`src/rtl/channel_cfg_seq.sv`:
```
// channel_cfg_seq
//   Configuration sequencer for the PWL channel model. The host writes tap
//   coefficients into a shadow bank. A commit copies the shadow bank into the
//   active bank (tap_bus), but only after ch_busy has been low for GUARD
//   consecutive cycles. This keeps a tap update from landing in the middle of
//   a channel transition.
//
//   Optional feature macro: CH_CFG_READBACK_EN adds a registered read port
//   (rd_addr/rd_data) onto the active bank.
//
// Ports
//   clk, rst        clock; asynchronous active-high reset
//   wr_valid/ready  host tap write handshake (wr_addr, wr_data)
//   commit, abort   request / cancel the shadow->active swap
//   ch_busy         channel stimulus in flight; restarts the quiet count
//   tap_bus         active bank, tap i at [i*TAPW +: TAPW]
//   upd             one-cycle pulse when tap_bus changes
//   state           FSM state (IDLE=0 DIRTY=1 WAIT=2 SWAP=3)
//   err, err_clr    sticky bad-address flag and its clear
//   rd_addr/rd_data active-bank readback, 1-cycle latency (CH_CFG_READBACK_EN)
module channel_cfg_seq #(
  parameter int NTAP  = 8,
  parameter int TAPW  = 12,
  parameter int GUARD = 16,
  parameter int AW    = $clog2(NTAP)
) (
  input  logic                 clk,
  input  logic                 rst,
  input  logic                 wr_valid,
  output logic                 wr_ready,
  input  logic [AW-1:0]        wr_addr,
  input  logic [TAPW-1:0]      wr_data,
  input  logic                 commit,
  input  logic                 abort,
  input  logic                 ch_busy,
  output logic [NTAP*TAPW-1:0] tap_bus,
  output logic                 upd,
  output logic [1:0]           state,
  input  logic                 err_clr,
`ifdef CH_CFG_READBACK_EN
  input  logic [AW-1:0]        rd_addr,
  output logic [TAPW-1:0]      rd_data,
`endif
  output logic                 err
);

  localparam int CW = (GUARD < 2) ? 1 : $clog2(GUARD);
  localparam logic [TAPW-1:0] TAP_ONE = TAPW'(1 << (TAPW-2));

  typedef enum logic [1:0] {
    IDLE  = 2'd0,
    DIRTY = 2'd1,
    WAIT  = 2'd2,
    SWAP  = 2'd3
  } state_t;

  state_t          state_q, state_d;
  logic [CW-1:0]   cnt_q, cnt_d;
  logic [TAPW-1:0] active_q [NTAP];
  logic [TAPW-1:0] active_d [NTAP];
  logic [TAPW-1:0] shadow_q [NTAP];
  logic [TAPW-1:0] shadow_d [NTAP];
  logic            upd_q, upd_d;
  logic            err_q, err_d;
  logic            wr_fire;
  logic            addr_ok;

  assign wr_ready = (state_q == IDLE) || (state_q == DIRTY);
  assign wr_fire  = wr_valid && wr_ready;
  assign upd      = upd_q;
  assign err      = err_q;
  assign state    = state_q;

  always_comb begin
    tap_bus = '0;
    for (int unsigned i = 0; i < NTAP; i++) begin
      tap_bus[i*TAPW +: TAPW] = active_q[i];
    end
  end

  // The address range check is done by matching each valid index. This also
  // works when NTAP is not a power of two.
  always_comb begin
    addr_ok = 1'b0;
    for (int unsigned i = 0; i < NTAP; i++) begin
      if (wr_addr == AW'(i)) addr_ok = 1'b1;
    end
  end

  always_comb begin
    state_d  = state_q;
    cnt_d    = cnt_q;
    shadow_d = shadow_q;
    active_d = active_q;
    upd_d    = 1'b0;
    err_d    = err_q;

    if (wr_fire) begin
      for (int unsigned i = 0; i < NTAP; i++) begin
        if (wr_addr == AW'(i)) shadow_d[i] = wr_data;
      end
    end

    // A set on the same edge as a clear wins.
    if (err_clr) err_d = 1'b0;
    if (wr_fire && !addr_ok) err_d = 1'b1;

    unique case (state_q)
      IDLE: begin
        if (wr_fire) begin
          if (commit) begin
            state_d = WAIT;
            cnt_d   = '0;
          end else begin
            state_d = DIRTY;
          end
        end
      end
      DIRTY: begin
        if (commit) begin
          state_d = WAIT;
          cnt_d   = '0;
        end
      end
      WAIT: begin
        if (abort) begin
          state_d = DIRTY;
        end else if (ch_busy) begin
          cnt_d = '0;
        end else if (cnt_q == CW'(GUARD-1)) begin
          state_d = SWAP;
        end else begin
          cnt_d = cnt_q + CW'(1);
        end
      end
      SWAP: begin
        active_d = shadow_q;
        upd_d    = 1'b1;
        state_d  = IDLE;
      end
      default: state_d = IDLE;
    endcase
  end

  always_ff @(posedge clk or posedge rst) begin
    if (rst) begin
      state_q <= IDLE;
      cnt_q   <= '0;
      upd_q   <= 1'b0;
      err_q   <= 1'b0;
      for (int unsigned i = 0; i < NTAP; i++) begin
        active_q[i] <= (i == 0) ? TAP_ONE : '0;
        shadow_q[i] <= (i == 0) ? TAP_ONE : '0;
      end
    end else begin
      state_q  <= state_d;
      cnt_q    <= cnt_d;
      upd_q    <= upd_d;
      err_q    <= err_d;
      active_q <= active_d;
      shadow_q <= shadow_d;
    end
  end

`ifdef CH_CFG_READBACK_EN
  logic [TAPW-1:0] rd_data_q, rd_data_d;

  always_comb begin
    rd_data_d = '0;
    for (int unsigned i = 0; i < NTAP; i++) begin
      if (rd_addr == AW'(i)) rd_data_d = active_q[i];
    end
  end

  always_ff @(posedge clk or posedge rst) begin
    if (rst) rd_data_q <= '0;
    else     rd_data_q <= rd_data_d;
  end

  assign rd_data = rd_data_q;
`else
  // No readback port in this build.
`endif

endmodule

```
`config.mk`:
```
export PLATFORM = sky130hd
export DESIGN_NAME = channel_cfg_seq
export DESIGN_NICKNAME = d
export VERILOG_FILES = /design/src/rtl/channel_cfg_seq.sv
export SDC_FILE = /design/constraint.sdc
export NUM_CORES = 1
export LEC_CHECK = 0
export ABC_AREA = 1
export CAP_MARGIN = 40
export CORE_ASPECT_RATIO = 0.75
export CORE_UTILIZATION = 50
export DETAILED_ROUTE_END_ITERATION = 10
export GPL_ROUTABILITY_DRIVEN = 0
export PLACE_DENSITY = 0.8
export SLEW_MARGIN = 15
export SYNTH_ARGS = -nofsm -noshare
export SYNTH_HDL_FRONTEND = slang
export SYNTH_SLANG_ARGS = --single-unit
```
`constraint.sdc`:
```
create_clock -name clk -period 14.1 [get_ports clk]
set_input_delay 1.41 -clock clk [delete_from_list [all_inputs] [get_ports clk]]
set_output_delay 1.41 -clock clk [all_outputs]
set_load 0.05 [all_outputs]
```
==> run summary <==
After floorplanning, the core was sized to cover 0.0146 mm2. The global-route congestion overflow total is 0. Sequential cells account for 37.3% of the total power. The post-synthesis average cell area was 9.42 um2.

Cells fill 65.2% of the core in the end. Once the floorplan was initialized, standard cells occupied 51.5% of the core. The share of post-route cells with drive strength above 1 is 5.22%, and the number of fillers in the final layout is 1161. The run finished with clean final reports. TritonCTS built the clock tree. After synthesis, the share of cell area in mux cells is 0%. Path class of the lowest-slack min-delay path: register to register. Ranked by total cell area, the synthesized netlist is headed by sky130_fd_sc_hd__dfrtp_1 66%, sky130_fd_sc_hd__nand2_1 18%, sky130_fd_sc_hd__o21ai_0 8.0%. After layout, the worst path uses 23.1% of the clock period. For the worst-skew pair, the clock arrives at the later sink with an insertion delay of 0.43 ns.

The maximum ir drop on the vdd rail is 176 uV. For this design, the sink count on the clock tree is 200. The number of instances in the synthesized netlist was 798.

The final-report max-slew violation count is 0, and the number of cells on the worst hold path is 2. In the final timing run, aggregate negative setup slack is 0 ns. sky130_fd_sc_hd__nand2_1 is the most common cell in the netlist. The achievable frequency was 0.307 GHz; the power density over the cells was 278 mW/mm2. Measured along the x axis, the die boundary spans 144 um. The longest individual stage delay on the worst path was 0.87 ns; the share of Yosys cell area claimed by the top area cell type was 65.9%. Synthesis inferred 200 register bits. Global-route wire length before repair: 27.3 mm.

The via count of the first global-routing pass was 5321. With fillers left out, the area of the finished cells amounts to 0.00951 mm2. Of all cell types, the one taking the most synthesized area is sky130_fd_sc_hd__dfrtp_1. The tools report the initial antenna violation count as 1. Combinational logic is responsible for 43.8% of the overall power. Entering global routing, the biggest net connects 127 pins.

STA classifies the critical path startpoint as a register. Once detailed placement completed, the half-perimeter wirelength came to 10.9 mm. The quantity of gates resized following cts was 0; the clock power share was 18.9%. The total wirelength of the detailed-routed design is 16.9 mm, and the slew at the pin closest to its max-slew limit is 0.822 ns. The slowest stage of the critical path belongs to the cell sky130_fd_sc_hd__clkdlybuf4s50_1. The static leakage was 4.70 nW; the average wire per standard cell was 15.1 um.

Setup repair after global routing left no endpoint under its margin. After layout, the design draws a total of 2.65 mW. Maximum number of buffers from clock root to sink: 2. The number of buffers created by CTS is 17.

The final layout contains 930 nets. The net switching fraction of the power was 44.0%. For this run, the number of standard cells in the final layout without fillers is 1120. The compound-cell area share of the yosys netlist was 8.12%. In the synthesized netlist, the cells that appear most often are 362 x sky130_fd_sc_hd__nand2_1, 198 x sky130_fd_sc_hd__dfrtp_1, 120 x sky130_fd_sc_hd__o21ai_0, 50 x sky130_fd_sc_hd__inv_1, 15 x sky130_fd_sc_hd__buf_2.

The mapped netlist covers 0.00752 mm2. For the count of cell types in the netlist, the log shows 19. After Yosys synthesis, and, or, nand and nor cells account for 20.2% of the synthesized area. The tools report the share of the yosys chip area belonging to registers as 66.6%. The switching power was 1.16 mW; the post-detailed-route DRC marker count was 0. The tree is rooted in a sky130_fd_sc_hd__clkbuf_16.

The vias per cell is 4.95. 0 antenna diodes ended up in the layout. Cell internal power was estimated by the tool at 1.48 mW.

Final count of hold timing violations: 0. The top-level I/O count was 123. Buffers added to address setup during post-CTS repair amount to 0. In the synthesized netlist the dominant register cell turns out to be sky130_fd_sc_hd__dfrtp_1. Start-to-end type of the worst setup path: register to primary output. The peak fanout along the critical path was 7.

The Yosys step of the flow raised 0 warnings. The first TritonRoute pass finished after 7 iterations. Across the run, the number of max-cap violations was 0.

Counting cells, the worst reg-to-reg path comes to 5. The logs give 0.0155 mm2 for the area of the die and 821 for the synthesized netlist net count. The instance count after placement with tap cells included was 1087.

At the worst endpoint, the required time is 12.69 ns. The H-tree was split into 4 levels. The worst clock skew on the final layout is 0.0132 ns. The logs give 5549 for the total number of vias and 0 for the total of endpoints with negative setup slack in the final report. STA puts the critical path data arrival time at 1.85 ns. Count of buffers inserted at the top-level ports: 122. The quantity of hold-fixing buffers added after cts is 0, and the headroom to the max-slew limit is 45.1%. The clock-pin slew on the worst setup and hold paths works out to 0.07 ns. STA classifies the critical path endpoint as a primary output. On the critical path the largest part of the delay comes from buffers and inverters. From synthesis to final layout, the design area changed by 26.5%. The path length in cells of the critical path is 1.

The post-placement cell area is 0.00887 mm2, and the share of async-settable or async-resettable flops after synthesis is 100%. The adder-cell share of the synthesized area was 0.166%. Walking the worst path, the cells encountered are clkdlybuf4s50_1.

In this run, synthesis inferred 0 flip-flops with an integrated enable. The count of routing violations after the opening detailed-route iteration is 370. Global routing used 23.6% of the available tracks across all layers. By area, the combinational part of the netlist is dominated by simple AND/OR/NAND/NOR gates. The smallest clock period supported by the final layout is computed as 3.26 ns. The logs give 38 for the count of standard-cell rows and 0 for the remaining antenna violation count. The buffering stage count on the worst path with inverters included was 1. The floorplan step set the die height to 108 um. After Yosys synthesis, XOR and XNOR cells account for 0% of the synthesized area.
[cell usage in the layout, fill, tap and decap left out, types with 3 or more instances in the layout]
| cell | Yosys | layout |
|---|---|---|
| sky130_fd_sc_hd__nand2_1 | 362 | 361 |
| sky130_fd_sc_hd__dfrtp_1 | 198 | 198 |
| sky130_fd_sc_hd__clkdlybuf4s50_1 | 0 | 122 |
| sky130_fd_sc_hd__o21ai_0 | 120 | 120 |
| sky130_fd_sc_hd__inv_1 | 50 | 48 |
| sky130_fd_sc_hd__clkbuf_16 | 0 | 17 |
| sky130_fd_sc_hd__nor2_1 | 8 | 8 |
| sky130_fd_sc_hd__nand3_1 | 6 | 6 |
| sky130_fd_sc_hd__nor3_1 | 3 | 3 |
| sky130_fd_sc_hd__clkinv_4 | 0 | 3 |
| sky130_fd_sc_hd__bufinv_16 | 0 | 3 |
| sky130_fd_sc_hd__buf_4 | 7 | 3 |
[state kept, by name (all words and copies together) (netlist names)]
register  cells
upd           1
tap_bus      96
cnt_q         4
err           1
shadow_q     96
state         2
[path summary, 6_finish.rpt]
| path | slack [ns] | to | start |
|---|---|---|---|
| min | 0.46 | tap_bus[10]$_DFFE_PP1P_ | shadow_q[94]$_DFFE_PP1P_ |
| min reg2reg | 0.46 | tap_bus[10]$_DFFE_PP1P_ | shadow_q[94]$_DFFE_PP1P_ |
| max reg2reg | 11.77 | tap_bus[23]$_DFFE_PP0P_ | state[1]$_DFFE_PP0P_ |
| min in group asynchronous | 1.27 | shadow_q[33]$_DFFE_PP0P_ | rst |
| max in group asynchronous | 11.37 | shadow_q[94]$_DFFE_PP1P_ | rst |
| max | 10.84 | state[1] | state[1]$_DFFE_PP0P_ |
[per-layer routing]
| layer | share of wire, % | GRT usage [%] | up-vias |
|---|---|---|---|
| met4 | 0.55 | 5.40 | 0 |
| met3 | 6.1 | 5.09 | 10 |
| met1 | 48 | 35.2 | 2686 |
| met5 | 0 | 0 | - |
| li1 | - | - | 2697 |
| met2 | 45 | 35.6 | 156 |
[per-stage QoR]
| step | hold WS [ns] | setup slack, ns |
|---|---|---|
| finish | 0.459 | 10.84 |
| global route | 0.498 | 10.78 |
| CTS | 0.467 | 10.84 |
| detailed placement | 0.455 | 10.78 |
| global placement | 0.449 | 10.57 |
| floorplan | 0.442 | 7.24 |
[area by class of cell]
| type | count | area (um2) | area share [%] |
|---|---|---|---|
| clock inverters | 13 | 170 | 1.79 |
| clock buffers | 19 | 443 | 4.66 |
| flip-flops and latches | 200 | 5010 | 52.6 |
| repair buffers | 127 | 1300 | 13.7 |
| well taps | 200 | 250 | 2.63 |
| multi-input cells | 511 | 2150 | 22.6 |
| inverters | 50 | 195 | 2.05 |
[logic make-up after synthesis]
family,count (synthesis)
compound gates,122
fa+ha+maj,1
buf+inv,87
flops,200
simple gates,388
[power by group through the flow]
stage | Combinational, mW | Sequential (mW) | Clock, mW
2_1_floorplan | 0.295 | 1.46 | 0
3_3_place_gp | 1.14 | 0.991 | 0
3_5_place_dp | 1.17 | 0.989 | 0
4_1_cts | 1.17 | 0.988 | 0.503
5_1_grt | 1.24 | 1.02 | 0.527
6_report | 1.16 | 0.989 | 0.500
Note: power is estimated with default switching activity, not from simulation.
